===== config.mk =====
export PLATFORM = sky130hd
export DESIGN_NAME = nasti_write_engine
export DESIGN_NICKNAME = d
export VERILOG_FILES = /design/src/rtl/nasti_write_engine.sv
export SDC_FILE = /design/constraint.sdc
export NUM_CORES = 1
export LEC_CHECK = 0
export ABC_AREA = 1
export BUFFER_PORTS_ARGS = -buffer_cell sky130_fd_sc_hd__buf_2
export CAP_MARGIN = 25
export CORE_UTILIZATION = 51
export CTS_BUF_LIST = sky130_fd_sc_hd__clkbuf_8
export DETAILED_ROUTE_END_ITERATION = 7
export PLACE_DENSITY_LB_ADDON = 0.08
export SETUP_SLACK_MARGIN = 0.5
export SLEW_MARGIN = 40
export SYNTH_ARGS = -nofsm -noshare
export SYNTH_HDL_FRONTEND = slang
export SYNTH_SLANG_ARGS = --single-unit

===== constraint.sdc =====
create_clock -name core_clk -period 8.3 [get_ports core_clk]
set_clock_uncertainty 0.2 [all_clocks]
set_input_delay 1.66 -clock core_clk [delete_from_list [all_inputs] [get_ports core_clk]]
set_output_delay 1.66 -clock core_clk [all_outputs]
set_load 0.01 [all_outputs]

===== src/rtl/nasti_write_engine.sv =====
// NASTI write path: expands AW bursts into per-beat commands paired with W data, one B response per burst.
// Optional macro NASTI_WRAP_BURST_EN enables WRAP decoding; otherwise WRAP is treated as a decode error.
module nasti_write_engine #(
  parameter int C_NASTI_ID_WIDTH   = 4,
  parameter int C_NASTI_ADDR_WIDTH = 32,
  parameter int C_NASTI_DATA_WIDTH = 64,
  parameter int C_NASTI_USER_WIDTH = 1,
  localparam int STRB_W     = C_NASTI_DATA_WIDTH / 8,
  localparam int AW_TRANS_W = C_NASTI_ID_WIDTH + C_NASTI_ADDR_WIDTH + 13 + C_NASTI_USER_WIDTH,
  localparam int W_TRANS_W  = C_NASTI_DATA_WIDTH + STRB_W + 1 + C_NASTI_USER_WIDTH,
  localparam int B_TRANS_W  = C_NASTI_ID_WIDTH + 2 + C_NASTI_USER_WIDTH
) (
  input  logic                          core_clk,
  input  logic                          core_rst,
  input  logic [AW_TRANS_W-1:0]         aw_rdata,
  input  logic                          aw_rempty,
  output logic                          aw_rden,
  input  logic [W_TRANS_W-1:0]          w_rdata,
  input  logic                          w_rempty,
  output logic                          w_rden,
  output logic [B_TRANS_W-1:0]          b_wdata,
  input  logic                          b_wfull,
  output logic                          b_wren,
  output logic                          cmd_valid,
  input  logic                          cmd_ready,
  output logic [C_NASTI_ADDR_WIDTH-1:0] cmd_addr,
  output logic [C_NASTI_DATA_WIDTH-1:0] cmd_data,
  output logic [STRB_W-1:0]             cmd_strb,
  output logic                          cmd_last,
  output logic                          busy,
  output logic [1:0]                    state_dbg
);
  localparam int IDW      = C_NASTI_ID_WIDTH;
  localparam int ADDR_W   = C_NASTI_ADDR_WIDTH;
  localparam int UW       = C_NASTI_USER_WIDTH;
  localparam int SIZE_MAX = $clog2(STRB_W);
  localparam logic [ADDR_W-1:0] ONE = ADDR_W'(1);
  localparam logic [1:0] RESP_OKAY   = 2'b00;
  localparam logic [1:0] RESP_SLVERR = 2'b10;

  typedef enum logic [1:0] {IDLE = 2'd0, BURST = 2'd1, RESP = 2'd2} state_t;
  state_t state_q, state_d;

  // Head-of-FIFO field layout, MSB first: {id, addr, len, size, burst, user} and {data, strb, last, user}.
  logic [IDW-1:0]    aw_id;
  logic [ADDR_W-1:0] aw_addr;
  logic [7:0]        aw_len;
  logic [2:0]        aw_size;
  logic [1:0]        aw_burst;
  logic [UW-1:0]     aw_user;
  logic [UW-1:0]     w_user;
  logic              w_last;
  logic              unused_w_user;

  assign aw_user  = aw_rdata[UW-1:0];
  assign aw_burst = aw_rdata[UW+1:UW];
  assign aw_size  = aw_rdata[UW+4:UW+2];
  assign aw_len   = aw_rdata[UW+12:UW+5];
  assign aw_addr  = aw_rdata[UW+13+ADDR_W-1:UW+13];
  assign aw_id    = aw_rdata[AW_TRANS_W-1:AW_TRANS_W-IDW];
  assign w_user   = w_rdata[UW-1:0];
  assign w_last   = w_rdata[UW];
  assign cmd_strb = w_rdata[UW+STRB_W:UW+1];
  assign cmd_data = w_rdata[W_TRANS_W-1:W_TRANS_W-C_NASTI_DATA_WIDTH];
  assign unused_w_user = ^w_user;

  logic [IDW-1:0]    id_q, id_d;
  logic [ADDR_W-1:0] addr_q, addr_d;
  logic [7:0]        len_q, len_d, beat_cnt_q, beat_cnt_d;
  logic [2:0]        size_q, size_d;
  logic [1:0]        burst_q, burst_d, resp_q, resp_d;
  logic [UW-1:0]     user_q, user_d;
  logic              discard_q, discard_d;
  logic              aw_err, beat_is_last;
  logic [ADDR_W-1:0] bytes, next_addr;
`ifdef NASTI_WRAP_BURST_EN
  logic [ADDR_W-1:0] wrap_mask;
`endif

  assign beat_is_last = (beat_cnt_q == len_q);

  always_comb begin
    aw_err = 1'b0;
    if (aw_size > 3'(SIZE_MAX)) aw_err = 1'b1;
    case (aw_burst)
      2'b11: aw_err = 1'b1;
`ifdef NASTI_WRAP_BURST_EN
      2'b10: if (!(aw_len == 8'd1 || aw_len == 8'd3 || aw_len == 8'd7 || aw_len == 8'd15)) aw_err = 1'b1;
`else
      2'b10: aw_err = 1'b1;
`endif
      default: ;
    endcase
  end

  // INCR realigns after the first (possibly unaligned) beat; WRAP stays inside the mask window.
  always_comb begin
    bytes     = ONE << size_q;
    next_addr = addr_q;
`ifdef NASTI_WRAP_BURST_EN
    wrap_mask = ((ADDR_W'(len_q) + ONE) << size_q) - ONE;
`endif
    case (burst_q)
      2'b01: next_addr = (addr_q & ~(bytes - ONE)) + bytes;
`ifdef NASTI_WRAP_BURST_EN
      2'b10: next_addr = (addr_q & ~wrap_mask) | ((addr_q + bytes) & wrap_mask);
`endif
      default: ;
    endcase
  end

  always_ff @(posedge core_clk) begin
    if (core_rst) state_q <= IDLE;
    else          state_q <= state_d;
  end

  always_comb begin
    state_d = state_q;
    case (state_q)
      IDLE:    if (aw_rden) state_d = BURST;
      BURST:   if (w_rden && beat_is_last) state_d = RESP;
      RESP:    if (b_wren) state_d = IDLE;
      default: state_d = IDLE;
    endcase
  end

  // Handshake: a beat command transfers on a cycle with cmd_valid && cmd_ready; cmd_valid never drops
  // and cmd_addr/cmd_last never change until that transfer happens.
  always_comb begin
    aw_rden   = (state_q == IDLE) && !aw_rempty && !core_rst;
    cmd_valid = (state_q == BURST) && !discard_q && !w_rempty && !core_rst;
    cmd_last  = (state_q == BURST) && !discard_q && beat_is_last;
    w_rden    = 1'b0;
    if (state_q == BURST)
      w_rden = discard_q ? (!w_rempty && !core_rst) : (cmd_valid && cmd_ready);
    b_wren    = (state_q == RESP) && !b_wfull && !core_rst;
    busy      = (state_q != IDLE);
  end

  always_comb begin
    id_d       = id_q;
    addr_d     = addr_q;
    len_d      = len_q;
    size_d     = size_q;
    burst_d    = burst_q;
    user_d     = user_q;
    beat_cnt_d = beat_cnt_q;
    resp_d     = resp_q;
    discard_d  = discard_q;
    if (aw_rden) begin
      id_d       = aw_id;
      addr_d     = aw_addr;
      len_d      = aw_len;
      size_d     = aw_size;
      burst_d    = aw_burst;
      user_d     = aw_user;
      beat_cnt_d = 8'd0;
      resp_d     = aw_err ? RESP_SLVERR : RESP_OKAY;
      discard_d  = aw_err;
    end else if (w_rden) begin
      beat_cnt_d = beat_cnt_q + 8'd1;
      addr_d     = next_addr;
      if (w_last != beat_is_last) resp_d = RESP_SLVERR;
    end
  end

  always_ff @(posedge core_clk) begin
    if (core_rst) begin
      id_q       <= '0;
      addr_q     <= '0;
      len_q      <= '0;
      size_q     <= '0;
      burst_q    <= '0;
      user_q     <= '0;
      beat_cnt_q <= '0;
      resp_q     <= RESP_OKAY;
      discard_q  <= 1'b0;
    end else begin
      id_q       <= id_d;
      addr_q     <= addr_d;
      len_q      <= len_d;
      size_q     <= size_d;
      burst_q    <= burst_d;
      user_q     <= user_d;
      beat_cnt_q <= beat_cnt_d;
      resp_q     <= resp_d;
      discard_q  <= discard_d;
    end
  end

  assign cmd_addr  = addr_q;
  assign b_wdata   = {id_q, resp_q, user_q};
  assign state_dbg = state_q;
endmodule


After elaboration in Yosys (flattened, before gate mapping)
Cells that the tools add are included.

Add/subtract/negate cells: 3. Magnitude comparators: 1. Equality and inequality tests: 10. Shift-type cells: 1. Mux-type cells: 15. Bitwise operators: 2. Reductions and logical operators: 26.

Operators with widths (count): $mux 32 (3); $add 32x32->32 (1); $and 32x32->32 (1); $not 32->32 (1); $shl 1x3->32 const A (1); $sub 32x1->32 const B (1); $mux 2 (7); $logic_and 1x1->1 (11); $add 8x1->8 const B (1); $eq 8x8->1 (1); $reduce_bool 2->1 (4); $eq 2x2->1 const B (3); $ne 2x2->1 const B (3); $pmux 2 s3 (1); $logic_not 1->1 (5); $eq 2x1->1 const B (2); $mux 1 (4); $reduce_and 2->1 (2); $reduce_or 2->1 (2); $gt 3x2->1 const B (1); $reduce_and 3->1 (1); $logic_not 2->1 (1); $ne 1x1->1 (1).

Register bits after elaboration: 63. Output and inout bits: 119. Logic and storage cells: 68.

Logic depth before layout (Yosys ltp)
Gate-level depths: netlist of the first run.

Word-level depth: 10. Mapped depth: 19. Depth with buffers taken out: 18.

Least setup slack after synthesis of the first run
No wires, ideal clock.

Path kind: input to output. Start point: in core_rst. End point: out aw_rden. Arrival time: 2.554 ns. Required time: 6.440 ns. Setup slack: 3.886 ns. Cell stages on the path: 4. Buffers on the path: 3. Cell sequence: clkbuf_1 -> nor2_1 -> buf_2 -> buf_1.

Longest elaborated chain between the ends: 2.

Ends and longest elaborated chain: start, declared (line 14) `input logic core_rst,`; $logic_not 1->1 (line 130) `aw_rden = (state_q == IDLE) && !aw_rempty && !core_rst;`; $logic_and 1x1->1 (line 130); end, declared (line 17) `output logic aw_rden,`.

No other way between the ends.

Final worst setup path of the first run
Start point: in core_rst. End point: out w_rden.

Longest elaborated chain between the ends: 5.

Ends and longest elaborated chain: $logic_not 1->1 * (line 131, 135); $logic_and 1x1->1 (line 131) `cmd_valid = (state_q == BURST) && !discard_q && !w_rempty && !core_rst;`; $logic_and 1x1->1 (line 135) `w_rden = discard_q ? (!w_rempty && !core_rst) : (cmd_valid && cmd_ready);`; $mux 1 * (line 135); $mux 1 * (line 134) `if (state_q == BURST)`; end, declared (line 20) `output logic w_rden,`.

Mark *: on every way between the ends. The rest lies on a longest branch, timed or not.

==> metrics.sh, run 1 <==
HOLDBUFCOUNTCTS=0
FINALWEIGHTEDCONGESTION=0.9608
FILLERS=906
CTS-ROOT-BUF='sky130_fd_sc_hd__clkbuf_8'
DETAIL-ROUTE-ANTENNA-NETS=0
WORSTSETUPPATHTYPE='in -> out'
SYNTH.TOP_CELLS.BY_COUNT='176 x sky130_fd_sc_hd__nand2_1, 92 x sky130_fd_sc_hd__nor2_1, 76 x sky130_fd_sc_hd__inv_1, 74 x sky130_fd_sc_hd__buf_4, 62 x sky130_fd_sc_hd__dfxtp_1'
VIA_COUNT=4736
FINISH.NET_COUNT=905
ROUTE.DETAILED.DRC=36
SYNTH_TOP_AREA_SHARE_PCT=26.52
DIE_Y_UM=97.80
YOSYS.CELL_COUNT.TOP_TYPE='sky130_fd_sc_hd__nand2_1'
CTS_TREE='yes'
CLOCK_LATENCY_PS=360
FINAL-SEQ-AREA_MM2=0.001241
MAPPEDNETLISTAREA_MM2=0.004681
ASYNC_RESET_FF_SHARE_PCT=0
SYNTHTOPCELLSBYAREA='sky130_fd_sc_hd__dfxtp_1 27%, sky130_fd_sc_hd__nand2_1 14%, sky130_fd_sc_hd__buf_4 12%, sky130_fd_sc_hd__nor2_1 7.4%, sky130_fd_sc_hd__inv_1 6.1%'
WL_PER_CELL_UM=15.86
POSTSYNTH.TOPFLOPCELL='sky130_fd_sc_hd__dfxtp_1'
FIRST_GLOBAL_VIAS=4312
AREA_OF_THE_CORE_REGION_MM2=0.008806
CP_DATA_ARRIVAL_TIME_PS=3070
CTS_MAX_LEVEL=3
SLEW_VIOL_FINAL=0
CTS-BUFFERS-INSERTED=9
SETUP_TNS_AFTER_FINAL_LAYOUT_PS=0
NUM_ROWS=34
CTS_RESIZED=0
MIN_PERIOD_OVER_PERIOD_PCT=59.43
SYN2LAYOUT_AREA_GROWTH_PCT=5.052
DIE_W_UM=97.80
DRIVE_ABOVE_1_SHARE_PCT=19.38
CLOCKBUFFERDEPTH=2
GLOBALROUTETOTALUTIL_PCT=28.97
PORT-BUFFER-COUNT=102
WIRE_LENGTH_OF_THE_FIRST_GLOBAL_ROUTING_PASS_MM=22.16
DP.FINAL_HPWL_MM=10.87
N_ANTENNA_CELL=0
DIE_AREA_MM2=0.009565
MAXIMUM_NUMBER_OF_PINS_ON_ONE_NET_BEFORE_GLOBAL_ROUTE_REPAIR=55
TIMING.HOLD.WORST.CLASS='reg -> reg'
SETUP-VIOLATIONS-FINAL=0
TIMING_WORST_SLEW_PIN_VALUE_PS=754.7
FINAL_HOLD_VIOL_COUNT=0
STATIC_LEAKAGE_POWER_nW=2.280
GRT_OVERFLOW_TOTAL=0
FIRST_ITERATION_DETAILED_ROUTING_DRC_COUNT=232
CRITICAL_PATH.MAX_FANOUT=38
RRSETUPSLACK_PS=5160
NETLIST_INSTANCES=751
CAP_VIOLATIONS=0
CTS.SINK_COUNT=62
CLK_PIN_SLEW_PS=80
POSTCTSSETUPREPAIRBUFS=0
WORSTPATHREQUIRED_PS=6440
AREA_OF_THE_MULTI_INPUT_GATES_MM2=0.002501
IOS=249
CP-START-KIND='input pin'
VIOLATIONS='DRC'
FMAX_GHz=0.2027
TIMING.CRITICAL_PATH.TO_TYPE='output port'
ANTENNA_VIOLATIONS_BEFORE_REPAIR=0
SYN_AREA_PER_CELL_UM2=6.233
DR.PASS1.ITERS=8
MAX-VDD-IR-DROP_mV=0.08923
GRT_SETUP_UNREPAIRED='false'
YS_TYPES=40
SYNTH_WARNINGS=0
NETLIST.TOP_CELL.BY_AREA='sky130_fd_sc_hd__dfxtp_1'
TOTAL_POWER_DRAW_mW=0.7420
TIMING.SLEW.HEADROOM_PCT=49.69
RUN_STATUS='finished with violations'
SYNTH-EDFF-COUNT=0
INITIAL_CORE_UTIL_PCT=53.15
SYNTH-SEQ-CELLS=62
POST_DRT_VIA_CELL_RATIO=5.370
YS_SEQ_AREA_SHARE_PCT=26.52
POST-ROUTE-MIN-PERIOD_PS=4932
AGGREGATE_ROUTED_WIRE_LENGTH_MM=13.99
SYN-NUM-NETS=887
POWER_PER_CELL_AREA_mW_PER_MM2=150.9
routing by layer:
| metal | global-route usage [%] | share of wire, % | vias up |
|---|---|---|---|
| met5 | 2.051 | 0 | - |
| met4 | 12.24 | 3.3 | 0 |
| met3 | 9.735 | 11 | 38 |
| met2 | 46.26 | 44 | 229 |
| met1 | 35.56 | 42 | 2071 |
| li1 | - | - | 2398 |
layout make-up:
| type | instances | share of cell area, % |
|---|---|---|
| Inverter | 80 | 6.107 |
| Clock inverter | 6 | 1.399 |
| Sequential cell | 62 | 25.24 |
| Multi-Input combinational cell | 511 | 50.87 |
| Tap cell | 108 | 2.748 |
| Timing Repair Buffer | 105 | 10.84 |
| Clock buffer | 10 | 2.799 |
critical path, cell delays in order:
cell and delay, ps:
sky130_fd_sc_hd__buf_2 340, sky130_fd_sc_hd__nor2_1 170, sky130_fd_sc_hd__o21ai_0 90, sky130_fd_sc_hd__nor2_1 550
sky130_fd_sc_hd__buf_2 260
placed cells by master, fill, tap and decap left out, drive strengths merged:
cell,Yosys,routed
a21boi,1,1
a21oi,50,50
a221oi,3,3
a22o,10,10
a31oi,2,2
and2,1,1
and3,2,2
buf,86,105
bufinv,0,1
clkbuf,12,10
clkinv,0,3
clkinvlp,0,1
conb,1,1
dfxtp,62,62
ha,6,6
inv,80,81
nand2,185,185
nand3,57,57
nand3b,5,5
nand4,16,16
nor2,97,97
nor3,20,20
nor4,7,7
o211ai,3,3
o21ai,31,31
o21bai,3,3
o31ai,1,1
o41ai,1,1
xnor2,3,3
xor2,6,6
sequential cells by signal, indices dropped and copies added (netlist names):
signal	flops
beat_cnt_q	8
burst_q	2
cmd_addr	32
discard_q	1
id_q	4
len_q	8
resp_q	1
size_q	3
state_dbg	2
user_q	1
worst paths after layout:
kind                   from      endpoint  cells after the start
hold / removal    resp_q[1]     resp_q[1]                      2
hold reg to reg   resp_q[1]     resp_q[1]                      2
setup reg to reg  size_q[0]  cmd_addr[17]                     18
setup / recovery   core_rst        w_rden                      5
logic make-up (layout without fill, tap and decap cells):
kind of cell,after synthesis,in the layout,share of synthesized area [%]
and+or+nand+nor,390,390,36.65
buffers and inverters,178,201,20.48
AOI/OAI and AO/OA,105,105,12.99
DFF,62,62,26.52
xor gates and xnor gates,9,9,1.684
adders and majority gates,6,6,1.604
other,1,1,0.08012
power by group:
group          internal, mW  leakage (nW)  switching, mW
logic                0.0478          1.67         0.0809
registers             0.312         0.505         0.0152
clock network         0.149         0.103          0.137
total                 0.509          2.28          0.233
metrics by stage:
stage	utilization, %	instances	setup WS [ps]	area (um^2)	hold WS (ps)
2_1_floorplan	-	751	3886	4681	242.0
3_3_place_gp	53.47	866	3349	4708	240.0
3_5_place_dp	53.50	866	3362	4711	246.4
4_1_cts	55.84	882	3359	4917	266.2
5_1_grt	55.84	882	3237	4917	299.6
6_report	55.84	882	3368	4917	267.5
Power figures use the tool's default switching activity.
==> run 2: changes to the inputs <==
--- a/config.mk
+++ b/config.mk
@@ -5,10 +5,10 @@
 export SDC_FILE = /design/constraint.sdc
 export NUM_CORES = 1
 export LEC_CHECK = 0
-export ABC_AREA = 1
+export ABC_AREA = 0
 export BUFFER_PORTS_ARGS = -buffer_cell sky130_fd_sc_hd__buf_2
 export CAP_MARGIN = 25
-export CORE_UTILIZATION = 51
+export CORE_UTILIZATION = 47
 export CTS_BUF_LIST = sky130_fd_sc_hd__clkbuf_8
 export DETAILED_ROUTE_END_ITERATION = 7
 export PLACE_DENSITY_LB_ADDON = 0.08
==> constraint.sdc (replaced) <==
create_clock -name core_clk -period 4.6 [get_ports core_clk]
set_clock_uncertainty 0.2 [all_clocks]
set_input_delay 0.92 -clock core_clk [delete_from_list [all_inputs] [get_ports core_clk]]
set_output_delay 0.92 -clock core_clk [all_outputs]
set_load 0.01 [all_outputs]
==> run 2 against run 1 <==
The run now ends clean. Die area up 5.0%. Worst hold slack worse by 14 ps. Non-clock buffer count up 5. Final area down 3.2%. Highest routed layer unchanged.
==> metrics.sh, run 2 <==
RUN_STATUS='complete, no violations'
SYNTH.TOP_CELLS.BY_COUNT='82 x sky130_fd_sc_hd__nand2_1, 75 x sky130_fd_sc_hd__buf_4, 62 x sky130_fd_sc_hd__dfxtp_1, 60 x sky130_fd_sc_hd__nor2_1, 36 x sky130_fd_sc_hd__a21oi_1'
HOLD-PATH-CELL-COUNT=2  # unchanged
FF2FF_PATH_DEPTH=9  # -9
COMBINATIONAL_FAMILY_WITH_THE_MOST_AREA_AFTER_SYNTHESIS='simple AND/OR/NAND/NOR gates'
WL_PER_CELL_UM=17.03  # +7.4%
POSTSYNTH.TOPFLOPCELL='sky130_fd_sc_hd__dfxtp_1'
R2R_START='size_q[1]'
POST_DRT_VIA_CELL_RATIO=5.897  # +9.8%
FINISH.NET_COUNT=749  # -17%
CRIT-REG2REG-CAPTURE='cmd_addr[22]'
FIRST_ITERATION_DETAILED_ROUTING_DRC_COUNT=310  # +34%
CTS_TREE='yes'
DIE_AREA_MM2=0.01004  # +5.0%
MAPPEDNETLISTAREA_MM2=0.004534  # -3.1%
SYN2LAYOUT_AREA_GROWTH_PCT=4.967  # about the same
CAP_VIOLATIONS=0  # unchanged
AGGREGATE_ROUTED_WIRE_LENGTH_MM=12.70  # -9.2%
SYNTH_TOP_AREA_SHARE_PCT=27.37  # +0.86 points
TIMING.SLEW.HEADROOM_PCT=48.24  # -1.5 points
YS_SEQ_AREA_SHARE_PCT=27.37  # +0.86 points
VIA_COUNT=4399  # -7.1%
CRIT_PATH_TOP_DELAY_CELL='sky130_fd_sc_hd__or3_1'
FIRST_GLOBAL_VIAS=4163  # -3.5%
SYNTHTOPCELLSBYAREA='sky130_fd_sc_hd__dfxtp_1 27%, sky130_fd_sc_hd__buf_4 12%, sky130_fd_sc_hd__nand2_1 6.8%, sky130_fd_sc_hd__nor2_1 5.0%, sky130_fd_sc_hd__a21oi_1 4.0%'
LEADING_CELL_TYPE_IN_THE_LAYOUT_FILL_AND_TAPS_EXCLUDED='sky130_fd_sc_hd__buf_2'
FINAL_UTIL_PCT=51.27  # -4.6 points
CTS.SINK_COUNT=62  # unchanged
FILLERS=974  # +7.5%
SYNTH_WARNINGS=0  # unchanged
SETUP-VIOLATIONS-FINAL=0  # unchanged
SYNTH-EDFF-COUNT=0  # unchanged
SYNTH-ADDER-AREA-SHARE_PCT=1.656  # +0.052 points
RRSETUPSLACK_PS=930  # -4230 ps
MAX-VDD-IR-DROP_mV=0.1288  # +44%
ASYNC_RESET_FF_SHARE_PCT=0  # unchanged
CLK_PIN_SLEW_PS=70  # about the same
N_ANTENNA_CELL=0  # unchanged
CTS-BUFFERS-INSERTED=9  # unchanged
TIMING.CRITICAL_PATH.SLOWEST_CELL_DELAY_PS=590  # +40 ps
PORT-BUFFER-COUNT=102  # unchanged
POST_SYNTH_XOR_AREA_FRACTION_PCT=4.443  # +2.8 points
CLOCK_LATENCY_PS=340  # -20 ps
MUXSHAREOFSYNTHAREA_PCT=1.435  # +1.4 points
WIRE_LENGTH_OF_THE_FIRST_GLOBAL_ROUTING_PASS_MM=20.44  # -7.8%
WORSTHOLDSTART='id_q[0]'
GRT_OVERFLOW_TOTAL=0  # unchanged
IOS=249  # unchanged
POST-ROUTE-MIN-PERIOD_PS=3673
DIE_Y_UM=100.2  # +2.5%
SYN_AREA_PER_CELL_UM2=7.507  # +20%
CTS_MAX_LEVEL=3  # unchanged
WORST_PATH_MOST_REPEATED_CELL='sky130_fd_sc_hd__or3_1'
ROUTE.DETAILED.DRC=0  # -100%
MAXIMUM_NUMBER_OF_PINS_ON_ONE_NET_BEFORE_GLOBAL_ROUTE_REPAIR=64  # +16%
WORST-PATH-BUF-INV=0  # -2
AREA_OF_THE_CORE_REGION_MM2=0.009284  # +5.4%
SYNTH_SIMPLE_GATE_AREA_SHARE_PCT=27.98  # -8.7 points
CRIT_CHAIN='or3_1, ha_1, a21oi_1, nor4b_1, a211oi_1, or3_1, a211oi_2, a221oi_1, a31o_1'
FINALWEIGHTEDCONGESTION=0.8481  # -12%
ANTENNA_VIOLATIONS_BEFORE_REPAIR=0  # unchanged
CP_DATA_ARRIVAL_TIME_PS=3710  # +640 ps
NUM_ROWS=35  # +2.9%
PATH_DEPTH=9  # +4
FMAX_GHz=0.2723
TIMING.HOLD.WORST.CLASS='reg -> reg'
SETUP_TNS_AFTER_FINAL_LAYOUT_PS=0  # unchanged
WORSTSETUPPATHTYPE='reg -> reg'
YS_TYPES=72  # +80%
GRT_SETUP_UNREPAIRED='false'
GLOBALROUTETOTALUTIL_PCT=25.46  # -3.5 points
CTS-ROOT-BUF='sky130_fd_sc_hd__clkbuf_8'
POWER_PER_CELL_AREA_mW_PER_MM2=290.3  # +92%
WORSTPATHREQUIRED_PS=4640  # -1800 ps
MIN_PERIOD_OVER_PERIOD_PCT=79.85
DETAIL-ROUTE-ANTENNA-NETS=0  # unchanged
LARGEST_REGISTER_FFS=32  # unchanged
SYN-NUM-NETS=740  # -17%
SYNTH-COMPOUND-AREA-SHARE_PCT=20.61  # +7.6 points
HOLD-PATH-ENDPOINT='id_q[0]'
TIMING.CRITICAL_PATH.TO_TYPE='flop'
CLOCKBUFFERDEPTH=2  # unchanged
CRITICAL_PATH.MAX_FANOUT=23  # -39%
DIE_W_UM=100.2  # +2.5%
NETLIST_INSTANCES=604  # -20%
AREA_OF_THE_MULTI_INPUT_GATES_MM2=0.002566  # +2.6%
SYNTH-SEQ-CELLS=62  # unchanged
PATH_DELAY_FAMILY='compound AO/OA/AOI/OAI gates'
STATIC_LEAKAGE_POWER_nW=1.877  # -18%
FINAL-SEQ-AREA_MM2=0.001242  # +0.10%
SLEW_VIOL_FINAL=0  # unchanged
NETLIST.TOP_CELL.BY_AREA='sky130_fd_sc_hd__dfxtp_1'
DP.FINAL_HPWL_MM=8.974  # -17%
INITIAL_CORE_UTIL_PCT=48.84  # -4.3 points
YOSYS.CELL_COUNT.TOP_TYPE='sky130_fd_sc_hd__nand2_1'
CP-START-KIND='flop'
LAYOUT_COMMON_CELLS='102 x sky130_fd_sc_hd__buf_2, 82 x sky130_fd_sc_hd__nand2_1, 61 x sky130_fd_sc_hd__dfxtp_1'
DRIVE_ABOVE_1_SHARE_PCT=23.01  # +3.6 points
POSTCTSSETUPREPAIRBUFS=0  # unchanged
TIMING_WORST_SLEW_PIN_VALUE_PS=774.8  # +20.11 ps
FINAL_HOLD_VIOL_COUNT=0  # unchanged
DR.PASS1.ITERS=5  # -3
run 2: area by class of cell:
cell class,count,share of cell area (%)
multi-input combinational,422,53.92
clock buffer,10,2.892
sequential,62,26.10
tap,129,3.391
inverter,8,0.6309
timing repair buffer,110,11.99
clock inverter,5,1.078
run 2: routing by layer:
metal | part of all wire [%] | track usage, % | vias up
li1 | - | - | 2104
met1 | 44 | 34.33 | 2063
met2 | 46 | 40.89 | 186
met3 | 7.6 | 3.969 | 46
met4 | 2.5 | 9.588 | 0
met5 | 0 | 0 | -
run 2: kinds of logic (layout without fill, tap and decap cells):
logic type	after synthesis	after routing
XOR/XNOR	23	23
adder cells (fa/ha/maj)	6	6
other	1	1
AND/OR/NAND/NOR	258	258
multiplexers	6	6
buffers and inverters	120	133
flip-flops	62	62
AO/OA/AOI/OAI	128	128
run 2: stage by stage:
step / cell area [um^2] / hold slack, ps / power (mW) / instances / setup WS, ps
after detailed placement: 4567 / 247.5 / 0.9165 / 731 / 682.1
after global placement: 4561 / 238.6 / 0.9092 / 731 / 733.2
after global routing: 4760 / 274.0 / 1.460 / 746 / 559.5
final: 4760 / 253.9 / 1.382 / 746 / 927.0
after CTS: 4756 / 257.2 / 1.396 / 746 / 614.8
after floorplan: 4534 / 231.8 / 0.8745 / 604 / 854.0
run 2: timing repair:
action | 4_1_cts | 5_1_grt
hold buffers | 0 | 0
gates resized for setup | 0 | 1
setup endpoints to repair | 0 | 7
run 2: worst reg2reg max path, stage by stage, from the launching register on:
cell and delay [ps]:
sky130_fd_sc_hd__dfxtp_2 580, sky130_fd_sc_hd__or3_1 200, sky130_fd_sc_hd__ha_1 390, sky130_fd_sc_hd__a21oi_1 130, sky130_fd_sc_hd__nor4b_1 380, sky130_fd_sc_hd__a211oi_1 170
sky130_fd_sc_hd__or3_1 590, sky130_fd_sc_hd__a211oi_2 550, sky130_fd_sc_hd__a221oi_1 180, sky130_fd_sc_hd__a31o_1 220
run 2: how the worst max path moves through the flow:
| stage | slack, ps | startpoint | to |
|---|---|---|---|
| 4_1_cts | 610 | size_q[1] | cmd_addr[18] |
| 3_5_place_dp | 680 | size_q[1] | cmd_addr[18] |
| 6_report | 930 | size_q[1] | cmd_addr[22] |
| 5_1_grt | 560 | size_q[1] | cmd_addr[22] |
| 3_3_place_gp | 730 | size_q[1] | cmd_addr[18] |
| 2_1_floorplan | 850 | size_q[2] | cmd_addr[18] |
run 2: report_power, final:
| group | switching (mW) | internal [mW] |
|---|---|---|
| registers | 0.0493 | 0.575 |
| logic | 0.166 | 0.115 |
| clock network | 0.218 | 0.258 |
==> run 3: changes to the inputs <==
==> constraint.sdc (replaced) <==
create_clock -name core_clk -period 3.5 [get_ports core_clk]
set_clock_uncertainty 0.2 [all_clocks]
set_input_delay 0.7 -clock core_clk [delete_from_list [all_inputs] [get_ports core_clk]]
set_output_delay 0.7 -clock core_clk [all_outputs]
set_load 0.01 [all_outputs]
==> run 3 against run 2 <==
Final area grew 12%. Sequential power increased by 31%. Wire length is 4.3% higher. Core utilization increased by 6.1 points. Worst setup slack worse by 530 ps. Highest routed layer unchanged. Clock-buffer cell count is the same. Critical path type unchanged. Via count up 3.2%. Fmax rose by 18%. Largest cell class unchanged. Register-to-register slack got worse by 530 ps. Critical path depth increased by 2.
==> metrics.sh, run 3 (same netlist as run 2, synthesis figures left out) <==
RUN_STATUS='complete, no violations'
SETUP-VIOLATIONS-FINAL=0  # unchanged
CP-START-KIND='flop'
GRT_OVERFLOW_TOTAL=0  # unchanged
AREA_OF_THE_CORE_REGION_MM2=0.009284  # unchanged
CLKPWRFRAC_PCT=35.1  # +0.6 points
PORT-BUFFER-COUNT=102  # unchanged
CLOCK_LATENCY_PS=340  # about the same
LAYOUT_COMMON_CELLS='102 x sky130_fd_sc_hd__buf_2, 82 x sky130_fd_sc_hd__nand2_1, 59 x sky130_fd_sc_hd__dfxtp_1'
DETAIL-ROUTE-ANTENNA-NETS=0  # unchanged
CTS_TREE='yes'
FINAL_HOLD_VIOL_COUNT=0  # unchanged
CTS_MAX_LEVEL=3  # unchanged
CTS-ROOT-BUF='sky130_fd_sc_hd__clkbuf_8'
CRITICAL_PATH.MAX_FANOUT=3  # -87%
WORST-PATH-BUF-INV=2  # +2
CP_DATA_ARRIVAL_TIME_PS=3110  # -600 ps
CAP_VIOLATIONS=0  # unchanged
DIE_W_UM=100.2  # unchanged
ANTENNA_VIOLATIONS_BEFORE_REPAIR=0  # unchanged
WORSTPATHREQUIRED_PS=3500  # -1140 ps
DP.FINAL_HPWL_MM=9.080  # +1.2%
LEADING_CELL_TYPE_IN_THE_LAYOUT_FILL_AND_TAPS_EXCLUDED='sky130_fd_sc_hd__buf_2'
SLEW_VIOL_FINAL=0  # unchanged
FIN_CELLS=785  # +5.2%
HOLD-PATH-ENDPOINT='burst_q[1]'
SEQ_POWER_SHARE_PCT=42.5  # -2.7 points
ROUTE.DETAILED.DRC=0  # unchanged
FIRST_GLOBAL_VIAS=4208  # +1.1%
SETUP_TNS_AFTER_FINAL_LAYOUT_PS=0  # unchanged
CTS.SINK_COUNT=62  # unchanged
FMAX_GHz=0.3221  # +18%
RRSETUPSLACK_PS=400  # -530 ps
R2R_START='size_q[0]'
GLOBALROUTETOTALUTIL_PCT=26.11  # +0.65 points
POST-ROUTE-MIN-PERIOD_PS=3105  # -568.2 ps
GRT_SETUP_UNREPAIRED='true'
TIMING_WORST_SLEW_PIN_VALUE_PS=700.3  # -74.52 ps
TIMING.CRITICAL_PATH.SLOWEST_CELL_DELAY_PS=400  # -190 ps
TIMING.CRITICAL_PATH.TO_TYPE='flop'
POST_DRT_VIA_CELL_RATIO=5.782  # -1.9%
FINALWEIGHTEDCONGESTION=0.9125  # +7.6%
SYN2LAYOUT_AREA_GROWTH_PCT=17.49
FINISH.NET_COUNT=787  # +5.1%
DIE_Y_UM=100.2  # unchanged
HOLD-PATH-CELL-COUNT=2  # unchanged
P_INT_mW=1.299  # +37%
SWITCHINGPOWER_mW=0.6266  # +45%
DRIVE_ABOVE_1_SHARE_PCT=31.71  # +8.7 points
MAXIMUM_NUMBER_OF_PINS_ON_ONE_NET_BEFORE_GLOBAL_ROUTE_REPAIR=64  # unchanged
FINAL.HOLD.WORST_SLACK_PS=253.6  # -0.2350 ps
MAX-VDD-IR-DROP_mV=0.2394  # +86%
WIRE_LENGTH_OF_THE_FIRST_GLOBAL_ROUTING_PASS_MM=20.91  # +2.3%
POWER_PER_CELL_AREA_mW_PER_MM2=361.5  # +24%
MIN_PERIOD_OVER_PERIOD_PCT=88.71  # +8.9 points
COMBINATIONAL_GROUP_SHARE_OF_TOTAL_POWER_PCT=22.4  # +2.0 points
LARGEST_REGISTER_FFS=32  # unchanged
POWER_SWITCHING_SHARE_PCT=32.54  # +1.2 points
DR.PASS1.ITERS=5  # unchanged
PATH_DELAY_FAMILY='simple AND/OR/NAND/NOR gates'
WL_PER_CELL_UM=16.87  # -0.91%
WORSTSETUPPATHTYPE='reg -> reg'
INITIAL_CORE_UTIL_PCT=48.84  # unchanged
AGGREGATE_ROUTED_WIRE_LENGTH_MM=13.25  # +4.3%
FF2FF_PATH_DEPTH=11  # +2
IOS=249  # unchanged
DIE_AREA_MM2=0.01004  # unchanged
WORSTHOLDSTART='burst_q[1]'
CRIT_PATH_TOP_DELAY_CELL='sky130_fd_sc_hd__or3_4'
CTS-BUFFERS-INSERTED=9  # unchanged
NUM_ROWS=35  # unchanged
CLK_PIN_SLEW_PS=80  # about the same
N_ANTENNA_CELL=0  # unchanged
TIMING.SLEW.HEADROOM_PCT=53.32  # +5.1 points
CLOCKBUFFERDEPTH=2  # unchanged
CRIT-REG2REG-CAPTURE='cmd_addr[21]'
STATIC_LEAKAGE_POWER_nW=2.148  # +14%
FIRST_ITERATION_DETAILED_ROUTING_DRC_COUNT=340  # +9.7%
DP.CELLS=748  # +2.3%
TIMING.HOLD.WORST.CLASS='reg -> reg'
TOTAL_POWER_DRAW_mW=1.926  # +39%
CRIT_CHAIN='or3_4, ha_4, mux2_4, a2111oi_4, o221ai_2, or2_4, buf_12, o31ai_4, buf_6, and4_1, nor4_2'
VIA_COUNT=4539  # +3.2%
[run 3: cell types whose count changed in the layout (fill, tap and decap cells not counted), moves of 3 or more]
cell | before | now
sky130_fd_sc_hd__a211oi_1 | 17 | 13
sky130_fd_sc_hd__buf_4 | 8 | 38
sky130_fd_sc_hd__buf_12 | 0 | 3
sky130_fd_sc_hd__a211oi_2 | 1 | 4
sky130_fd_sc_hd__ha_1 | 6 | 3
sky130_fd_sc_hd__buf_6 | 0 | 5
[run 3: how the worst max path moves through the flow]
stage                   start      endpoint  slack (ps)  depth (start not counted)
global placement    size_q[0]  cmd_addr[18]          40                         11
detailed placement  size_q[1]  cmd_addr[18]         160                         11
CTS                 size_q[0]  cmd_addr[17]         320                          9
floorplan           size_q[2]  cmd_addr[17]         220                         12
global route        size_q[1]  cmd_addr[18]         270                         11
finish              size_q[0]  cmd_addr[21]         400                         11
[run 3: routing by layer]
metal | wire (um) | global-route usage (%)
met4 | 194 | 7.804
met2 | 6222 | 42.52
met3 | 1059 | 6.546
met5 | 0 | 0
met1 | 5768 | 34.04
[run 3: final cells by class]
cell class                 instances  area, um^2
timing repair buffer             148       912.1
clock inverter                     6       68.82
multi-input combinational        422        2770
tap                              129       161.4
fill                             908        3956
sequential                        62        1247
clock buffer                      10       137.6
inverter                           8       30.03
[run 3: worst reg2reg max path: cells and delay by family, from the launching register on]
family                     cells  cell delay (ps)
AOI/OAI and AO/OA              3              750
adders and majority gates      1              180
buffers and inverters          2              290
DFF                            1              330
muxes                          1              280
and+or+nand+nor                4              930
[run 3: power by group through the flow]
stage          Combinational [mW]  Clock (mW)  Sequential (mW)
4_1_cts                     0.410       0.691            0.816
5_1_grt                     0.475       0.723            0.827
6_report                    0.431       0.676            0.819
3_5_place_dp                0.394           0            0.832
3_3_place_gp                0.390           0            0.831
2_1_floorplan               0.332           0            0.833
[run 3: timing repair]
action	4_1_cts	5_1_grt
resized for setup	18	22
hold buffers	0	0
buffers inserted	13	8
pin swaps	14	17
setup endpoints to repair	22	24
[run 3: per-stage QoR]
stage                     setup slack (ps)  utilization [%]  area, um^2
after floorplan                      216.9                -        4669
after global placement               40.52            51.24        4757
after detailed placement             158.5            51.27        4760
after CTS                            317.5            55.47        5150
after global routing                 273.6            57.39        5328
final                                395.3            57.39        5328
